File: config.mk
export PLATFORM = sky130hd
export DESIGN_NAME = mem_access_ctrl
export DESIGN_NICKNAME = d
export VERILOG_FILES = /design/src/rtl/mem_access_ctrl.sv
export SDC_FILE = /design/constraint.sdc
export NUM_CORES = 1
export LEC_CHECK = 0
export BUFFER_PORTS_ARGS = -buffer_cell sky130_fd_sc_hd__buf_2
export CAP_MARGIN = 20
export CELL_PAD_IN_SITES_DETAIL_PLACEMENT = 1
export CELL_PAD_IN_SITES_GLOBAL_PLACEMENT = 1
export CORE_UTILIZATION = 30
export CTS_CLUSTER_SIZE = 25
export DETAILED_ROUTE_END_ITERATION = 6
export PLACE_DENSITY_LB_ADDON = 0.1
export SYNTH_ARGS = -nofsm -noshare
export SYNTH_HDL_FRONTEND = slang
export SYNTH_SLANG_ARGS = --single-unit
File: constraint.sdc
create_clock -name clk -period 2.4 [get_ports clk]
set_clock_uncertainty 0.05 [all_clocks]
set_input_delay 0.24 -clock clk [delete_from_list [all_inputs] [get_ports clk]]
set_output_delay 0.24 -clock clk [all_outputs]
set_load 0.005 [all_outputs]
File: src/rtl/mem_access_ctrl.sv
// mem_access_ctrl: MEM-stage dmem sequencer with sub-word RMW stores, extended loads and a ready_go handshake.
module mem_access_ctrl #(
  parameter int ADDR_W = 11
) (
  input  logic              clk,
  input  logic              rst,
  input  logic              req_valid,
  input  logic              req_we,
  input  logic [1:0]        req_size,
  input  logic              req_sign,
  input  logic [31:0]       req_addr,
  input  logic [31:0]       req_wdata,
  input  logic              ex_no_write,
  input  logic              flush,
  input  logic              wb_allowin,
  output logic              ready_go,
  output logic [31:0]       rdata,
  output logic              addr_err,
  output logic [ADDR_W-1:0] ram_addr,
  output logic [31:0]       ram_din,
  output logic              ram_we,
  input  logic [31:0]       ram_dout
);
  typedef enum logic [1:0] {IDLE, LOAD_RD, RMW, HOLD} state_t;
  state_t state, nxt;
  logic [31:0] hold_data, ext, merged, shifted, mask;
  logic [4:0] sh;
  logic hold_err, mis, done_now, unused;
  assign unused = ^req_addr[31:ADDR_W+2];
  // Aligned half offsets are multiples of 16, so one byte-granular shift serves both sizes.
  assign sh = {req_addr[1:0], 3'b000};
  assign shifted = ram_dout >> sh;
  assign mask = (req_size == 2'd0 ? 32'h0000_00ff : 32'h0000_ffff) << sh;
  assign merged = (ram_dout & ~mask) | ((req_wdata << sh) & mask);
  assign ext = req_size == 2'd0 ? {{24{req_sign & shifted[7]}}, shifted[7:0]} :
               req_size == 2'd1 ? {{16{req_sign & shifted[15]}}, shifted[15:0]} : ram_dout;
  assign mis = (req_size == 2'd1 & req_addr[0]) | (req_size[1] & |req_addr[1:0]);
  assign done_now = mis | (req_we & (ex_no_write | req_size[1]));
  assign ram_addr = req_addr[ADDR_W+1:2];
  assign ram_din = state == RMW ? merged : req_wdata;
  always_comb begin
    nxt = state;
    ready_go = 1'b0;
    ram_we = 1'b0;
    addr_err = 1'b0;
    rdata = 32'd0;
    case (state)
      IDLE: if (req_valid) begin
        if (done_now) begin
          ready_go = 1'b1;
          addr_err = mis;
          ram_we = req_we & req_size[1] & !mis & !ex_no_write;
          nxt = wb_allowin ? IDLE : HOLD;
        end else nxt = req_we ? RMW : LOAD_RD;
      end
      LOAD_RD: begin
        ready_go = 1'b1;
        rdata = ext;
        nxt = wb_allowin ? IDLE : HOLD;
      end
      RMW: begin
        ready_go = 1'b1;
        ram_we = !ex_no_write;
        nxt = wb_allowin ? IDLE : HOLD;
      end
      default: begin
        ready_go = 1'b1;
        rdata = hold_data;
        addr_err = hold_err;
        nxt = wb_allowin ? IDLE : HOLD;
      end
    endcase
    if (flush) begin
      ready_go = 1'b0;
      nxt = IDLE;
    end
    if (flush || rst) ram_we = 1'b0;
  end
  always_ff @(posedge clk) begin
    if (rst) begin
      state <= IDLE;
      hold_data <= 32'd0;
      hold_err <= 1'b0;
    end else begin
      state <= nxt;
      if (state != HOLD && nxt == HOLD) begin
        hold_data <= rdata;
        hold_err <= addr_err;
      end
    end
  end
endmodule
### Word-level counts from Yosys, hierarchy flattened

Cells that the tools add are included.

| storage, ports and cells | value |
|---|---|
| logic and storage cells | 57 |
| input bits | 106 |
| output and inout bits | 78 |
| register bits | 35 |

| operators by class | value |
|---|---|
| equal/unequal tests | 5 |
| bitwise operators | 15 |
| shift operators | 3 |
| reduce and logical (&&, ||, !) cells | 9 |
| muxes and demuxes | 22 |

Operator list:

| operator | number |
|---|---|
| $mux 32 | 3 |
| $and 32x32->32 | 2 |
| $pmux 32 s2 | 1 |
| $not 32->32 | 1 |
| $or 32x32->32 | 1 |
| $shl 16x5->32 | 1 |
| $shl 32x5->32 | 1 |
| $shr 32x5->16 | 1 |
| $mux 16 | 1 |
| $mux 2 | 6 |
| $mux 1 | 9 |
| $and 1x1->1 | 8 |
| $reduce_or 2->1 | 3 |
| $eq 2x1->1 const B | 2 |
| $eq 2x2->1 const B | 2 |
| $logic_not 2->1 | 2 |
| $pmux 1 s2 | 2 |
| $or 1x1->1 | 3 |
| $logic_not 1->1 | 2 |
| $ne 2x2->1 const B | 1 |
| $logic_and 1x1->1 | 1 |
| $logic_or 1x1->1 | 1 |

### Logic depth before layout (Yosys ltp)

Gate-level depths: netlist of run 1.

| logic depth | value |
|---|---|
| depth after elaboration | 10 |
| gate-level depth with buffers | 8 |
| gate-level depth less buffers | 5 |

### Least setup slack after synthesis of run 1

Ideal clock, no wire load.

| timing | value |
|---|---|
| kind | input port to output port |
| start point | in req_addr[0] |
| end point | out ram_din[20] |
| required time | 2110 ps |
| arrival time | 1403 ps |
| stages | 7 |
| path slack | 707 ps |
| buffers on the path | 4 |
| path through | buf_6 -> buf_2 -> buf_2 -> o21ai_1 -> clkbuf_1 -> nand2_1 -> a21oi_1 |

| on the way | value |
|---|---|
| word-level cells in the longest chain between the ends | 5 |
| elaborated cells on any way between the ends | 7 |
| those cells by class | shift (2); mux (1); bitwise (4) |

RTL lines:

| what | RTL line | source |
|---|---|---|
| start, declared | 11 | `input logic [31:0] req_addr,` |
| $shl 16x5->32 | 33 | `assign mask = (req_size == 2'd0 ? 32'h0000_00ff : 32'h0000_ffff) << sh;` |
| $not 32->32 | 34 | `assign merged = (ram_dout & ~mask) \| ((req_wdata << sh) & mask);` |
| $and 32x32->32 | 34 |  |
| $or 32x32->32 (*) | 34 |  |
| $mux 32 (*) | 40 | `assign ram_din = state == RMW ? merged : req_wdata;` |
| end, declared | 20 | `output logic [31:0] ram_din,` |

Mark *: on every way between the ends. The rest lies on a longest branch, timed or not.

### Worst setup path after layout of run 1

| timing | value |
|---|---|
| start point | reg state[0] |
| end point | out rdata[7] |

| on the way | value |
|---|---|
| word-level cells in the longest chain between the ends | 3 |
| elaborated cells on any way between the ends | 5 |
| those cells by class | eq/ne (2); mux (1); reduce/logical (2) |

RTL lines:

| what | RTL line | source |
|---|---|---|
| start, declared | 25 | `state_t state, nxt;` |
| start signal, assigned | 85 | `state <= nxt;` |
| $eq 2x2->1 or $logic_not 2->1 (tied branches) | 47 | `case (state)` |
| $reduce_or 2->1 (no line) | - |  |
| $pmux 32 s2 (*) | 47 |  |
| end, declared | 17 | `output logic [31:0] rdata,` |

Marked as above.

==> impl_metrics.tcl, run 1 <==
set metrics [dict create \
    rows 39 \
    r2r_start "state[1]" \
    powerDensity_nw_per_um2 429 \
    synth-xor-area-share 0 \
    worst_slew_pin_slew_ps 607 \
    start_util 0.308 \
    drt_first_pass_iters 4 \
    maxSlewViolCount 0 \
    synth_top_family_by_area "compound AO/OA/AOI/OAI gates" \
    viasPerCell 5.49 \
    nFillCells 1544 \
    cp_cell_sequence "buf_4, buf_4, o21ai_0, a21oi_1, buf_2" \
    syn_area_per_cell_um2 6.58 \
    area_growth_pct 25.3 \
    detail-route-antenna-nets 0 \
    synth_nets 643 \
    cp_max_fo 25 \
    dp_slack_ps 226 \
    yosysSeqAreaShare 0.198 \
    die_h_um 111 \
    synth-main-ff-cell "dfxtp_1" \
    required_ps 2110 \
    wl_per_cell_um 19.0 \
    cts_buffer_depth 2 \
    endpoint_kind "output port" \
    cts_made_buffers 5 \
    drv_cap 0 \
    ctsResizeCount 0 \
    cts_setup_buffers 0 \
    track_usage 0.248 \
    drive_above_1_share 0.296 \
    via_count 4362 \
    grt_overflow 0 \
    stdcell_count 795 \
    die_w_um 111 \
    antennaDiodeCount 0 \
    multi_input_area_um2 2490 \
    synth-seq-cells 35 \
    critPathMaxStageDelay_ps 530 \
    grt_pass1_vias 4495 \
    crit_start "state[0]" \
    hold_viol 0 \
    ir_worst_vdd_uv 231 \
    place_area_um2 4290 \
    setup_viol 0 \
    worst_hold_path_type "input pin to flop" \
    holdWs_ps 148 \
    dp_hpwl_um 11700 \
    wl_um 15100 \
    core_area_um2 11500 \
    seqCellArea_um2 702 \
    grt_pass1_wl_um 24300 \
    period_share 0.932 \
    cts_tree "built" \
    root_buffer "clkbuf_16" \
    grt_max_degree 49 \
    setup_tns_ps 0 \
    synthArstFlopShare 0 \
    dieArea_um2 12200 \
    grt_setup_unrepaired "false" \
    cp.arrival_ps 1950 \
    place.port_buffers 142 \
    fin_nets 757 \
    routabilityCongestion 0.916 \
    met1Wirelength_um 7200 \
    yosysTopAreaCell "dfxtp_1" \
    muxShareOfSynthArea 0.0573 \
    synth_edf_count 0 \
    min_from "flush" \
    place_inst 787 \
    dr.first_iter.drc_count 312 \
    pin_count 184 \
    leakagePower_nw 2.10 \
    cts.clk_slew.worst_paths_ps 50 \
    slowest_stage "dfxtp_1" \
    wl_met3_um 865 \
    synth_compound_area_frac 0.354 \
    setup_ws_ps 163 \
    crit_type "flop to output port" \
    yosys.area_share.simple 0.293 \
    status "completed" \
    met2RoutedLength_um 6790 \
    synth.distinct_cells 52 \
    ctsHoldBuffers 0 \
    synth_top_area_share 0.198 \
    drc 0 \
    fin_area_um2 4430 \
    slew_headroom 0.593 \
    antenna_found_initial 0 \
    post-route-util 0.386 \
    power_mw 1.90 \
    insertion_delay_ps 280 \
    timing.critical_path.mode_cell "buf_4" \
    yosys_warnings 0 \
    netlist_area_um2 3530 \
    synthCells 537 \
    synth.top_cells.by_area "dfxtp_1, nand2_1, o21ai_0" \
    h-tree-depth 2 \
    synth_fa_ha_area_frac 0 \
    fin_crit_ps 2240 \
    start_kind "flop" \
    clock_sinks 35 \
    top_layer "met4" \
    fmax_ghz 0.447 \
]
critical path: cells and delay by family (launching register included):
kind / cells / cell delay, ps
buffers and inverters: 3 / 770
flip-flops: 1 / 530
AO/OA/AOI/OAI: 2 / 360
flip-flops by register name, indices dropped and copies added, names as in the netlist:
name       flops
hold_data     32
hold_err       1
state          2
cells in the final DEF, fill, tap and decap left out, drive strengths merged, types with 3 or more instances in the layout:
cell type,Yosys,layout
a22oi,8,8
nand3b,8,8
nand3,8,8
o2bb2ai,16,16
mux2i,18,18
nor2,78,78
o2111ai,7,7
a32o,15,15
o31ai,7,7
o21ai,91,91
a2bb2oi,7,7
buf,39,166
dfxtp,35,35
nor3,6,6
clkbuf,20,7
nand2b,3,3
nand2,123,123
inv,4,4
a21oi,18,18
power breakdown:
| group | internal, mW | switching, mW | total (mW) |
|---|---|---|---|
| registers | 0.610 | 0.0190 | 0.629 |
| logic | 0.248 | 0.391 | 0.639 |
| clock network | 0.384 | 0.247 | 0.631 |
layout make-up:
class,instances,share of cell area
Clock inverter,1,0.00113
Sequential cell,35,0.158
Multi-Input combinational cell,439,0.562
Tap cell,143,0.0404
Clock buffer,7,0.0299
Timing Repair Buffer,166,0.205
Inverter,4,0.00339
cells in the mapped netlist (8+ instances only):
| cell type | instances |
|---|---|
| nand2_1 | 123 |
| dfxtp_1 | 35 |
| nor2_1 | 78 |
| o21ai_1 | 30 |
| mux2i_1 | 18 |
| buf_4 | 15 |
| a22oi_1 | 8 |
| a32o_1 | 15 |
| o2bb2ai_2 | 10 |
| buf_2 | 17 |
| nand3b_1 | 8 |
| clkbuf_1 | 20 |
| a21oi_1 | 18 |
| o21ai_0 | 60 |
| nand3_1 | 8 |
metal layers:
layer | GRT usage | vias up
li1 | - | 2125
met1 | 0.342 | 2056
met2 | 0.398 | 159
met3 | 0.0379 | 22
met4 | 0.0738 | 0
met5 | 0 | -
kinds of logic after synthesis:
family                 after synthesis
muxes                               19
buffers and inverters               63
AOI/OAI and AO/OA                  180
DFF                                 35
and+or+nand+nor                    240
worst paths after layout:
kind	endpoint	slack [ps]	cells past startpoint
setup / recovery	rdata[7]	160	5
setup reg to reg	hold_data[0]	300	5
hold reg to reg	hold_data[7]	400	2
hold / removal	state[1]	150	2
No activity file was read; power rests on OpenSTA's default activity.
==> run 2: changes to the inputs <==
--- a/config.mk
+++ b/config.mk
@@ -9,7 +9,7 @@
 export CAP_MARGIN = 20
 export CELL_PAD_IN_SITES_DETAIL_PLACEMENT = 1
 export CELL_PAD_IN_SITES_GLOBAL_PLACEMENT = 1
-export CORE_UTILIZATION = 30
+export CORE_UTILIZATION = 31
 export CTS_CLUSTER_SIZE = 25
 export DETAILED_ROUTE_END_ITERATION = 6
 export PLACE_DENSITY_LB_ADDON = 0.1
==> run 2 against run 1 <==
Net effect:
- maximum frequency fell by 0.55%
- sequential power barely moved
- sequential share of layout area barely moved
- first-iteration DRC count fell by 14%
- final cell count fell by 1.1%
- power rose by 7.3%
- global-route usage rose by 0.25 points
- largest cell class unchanged
==> impl_metrics.tcl, run 2 (synthesis results as in run 1) <==
set metrics [dict create \
    r2r_start "state[1]" \
    ctsResizeCount 0 \
    cts_tree "built" \
    die_h_um 109 \
    period_share 0.937 \
    endpoint_kind "output port" \
    grt_overflow 0 \
    met1_usage 0.347 \
    crit_start "state[0]" \
    track_usage 0.251 \
    place.port_buffers 142 \
    required_ps 2110 \
    crit_type "flop to output port" \
    clock_sinks 35 \
    drc 0 \
    reg_top3 "hold_data: 32 flops, state: 2 flops, hold_err: 1 flops" \
    hold_viol 0 \
    routabilityCongestion 0.870 \
    crit_end "ram_din[18]" \
    fin_crit_ps 2250 \
    detail-route-antenna-nets 0 \
    ir_worst_vdd_uv 287 \
    dp_hpwl_um 11300 \
    root_buffer "clkbuf_16" \
    maxSlewViolCount 0 \
    dieArea_um2 11800 \
    area_growth_pct 25.1 \
    start_kind "flop" \
    ctsHoldBuffers 0 \
    setup_tns_ps 0 \
    gr-usage-met2 0.411 \
    h-tree-depth 2 \
    layout_common_cells "buf_2, nand2_1, nor2_1, o21ai_0, dfxtp_1" \
    grt_use_met3 0.0365 \
    grt_setup_unrepaired "false" \
    largest_reg_flops 32 \
    cts.clk_slew.worst_paths_ps 60 \
    insertion_delay_ps 290 \
    cp.arrival_ps 1960 \
    status "completed" \
    regMostFlops "hold_data" \
    worst_hold_path_type "input pin to flop" \
    reg2reg_slack_ps 430 \
    cp_max_fo 45 \
    core_area_um2 11000 \
    worst_slew_pin_slew_ps 582 \
    cts_setup_buffers 0 \
    die_w_um 109 \
    antennaDiodeCount 0 \
    fin_nets 751 \
    cts_buffer_depth 2 \
    nFillCells 1497 \
    final_common_cell "buf_2" \
    start_util 0.322 \
    pin_count 184 \
    r2r-end "hold_err" \
    via_count 4264 \
    post-route-util 0.403 \
    dr.first_iter.drc_count 268 \
    leakagePower_nw 2.09 \
    grt_max_degree 49 \
    fmax_ghz 0.445 \
    rows 38 \
    wl_um 14900 \
    grt_pass1_vias 4116 \
    top_usage_layer "met2" \
    drv_cap 0 \
    drt_first_pass_iters 5 \
    setup_viol 0 \
    holdWs_ps 144 \
    cts_made_buffers 5 \
    powerDensity_nw_per_um2 460 \
    reg2regPathDepth 6 \
    viasPerCell 5.42 \
    grt_pass1_wl_um 22500 \
    slew_headroom 0.610 \
    wl_per_cell_um 19.0 \
    antenna_found_initial 0 \
    drive_above_1_share 0.296 \
]
## run 2: cell types whose count changed in the layout (fill, tap and decap cells not counted), sizes merged
cell | before | now
buf | 166 | 160
bufinv | 0 | 1
clkbuf | 7 | 6
## run 2: critical path, stage by stage, from the launching register on
cell	delay (ps)
dfxtp_1	550
buf_4	250
nand2b_1	150
buf_6	290
nor3_1	90
a21oi_1	190
buf_2	150
## run 2: metrics by stage
step	setup WS, ps	power (mW)	cell area [um2]	instances
floorplan	707	1.01	3530	537
global placement	229	1.25	4240	778
detailed placement	178	1.27	4240	778
CTS	29.5	2.05	4410	786
global route	42.7	2.14	4420	786
finish	151	2.04	4420	786
## run 2: final cells by class
type                       count  area [um2]  share of cell area
tap                          140         175              0.0396
inverter                       4        15.0             0.00339
multi-input combinational    439        2490               0.564
sequential                    35         702               0.159
timing repair buffer         160         862               0.195
clock buffer                   6         139              0.0314
clock inverter                 2        35.0             0.00792
## run 2: power by group
| group | total, mW | internal (mW) | switching, mW |
|---|---|---|---|
| Combinational | 0.627 | 0.241 | 0.385 |
| Clock | 0.781 | 0.517 | 0.264 |
| Sequential | 0.629 | 0.610 | 0.0189 |
## run 2: metal layers
| layer | wire [um] | vias to the layer above | part of all wire |
|---|---|---|---|
| met4 | 170 | 0 | 0.011 |
| met5 | 0 | - | 0 |
| met3 | 981 | 12 | 0.066 |
| met2 | 6830 | 133 | 0.46 |
| met1 | 6920 | 1998 | 0.46 |
| li1 | - | 2121 | - |
## run 2: how the worst min path moves through the flow
stage | from | to | slack [ps] | depth (start not counted)
floorplan | rst | hold_data[7] | 260 | 1
finish | flush | state[1] | 140 | 2
global placement | hold_data[7] | hold_data[7] | 390 | 2
global route | flush | state[1] | 150 | 2
CTS | flush | state[1] | 140 | 2
detailed placement | hold_data[7] | hold_data[7] | 400 | 2
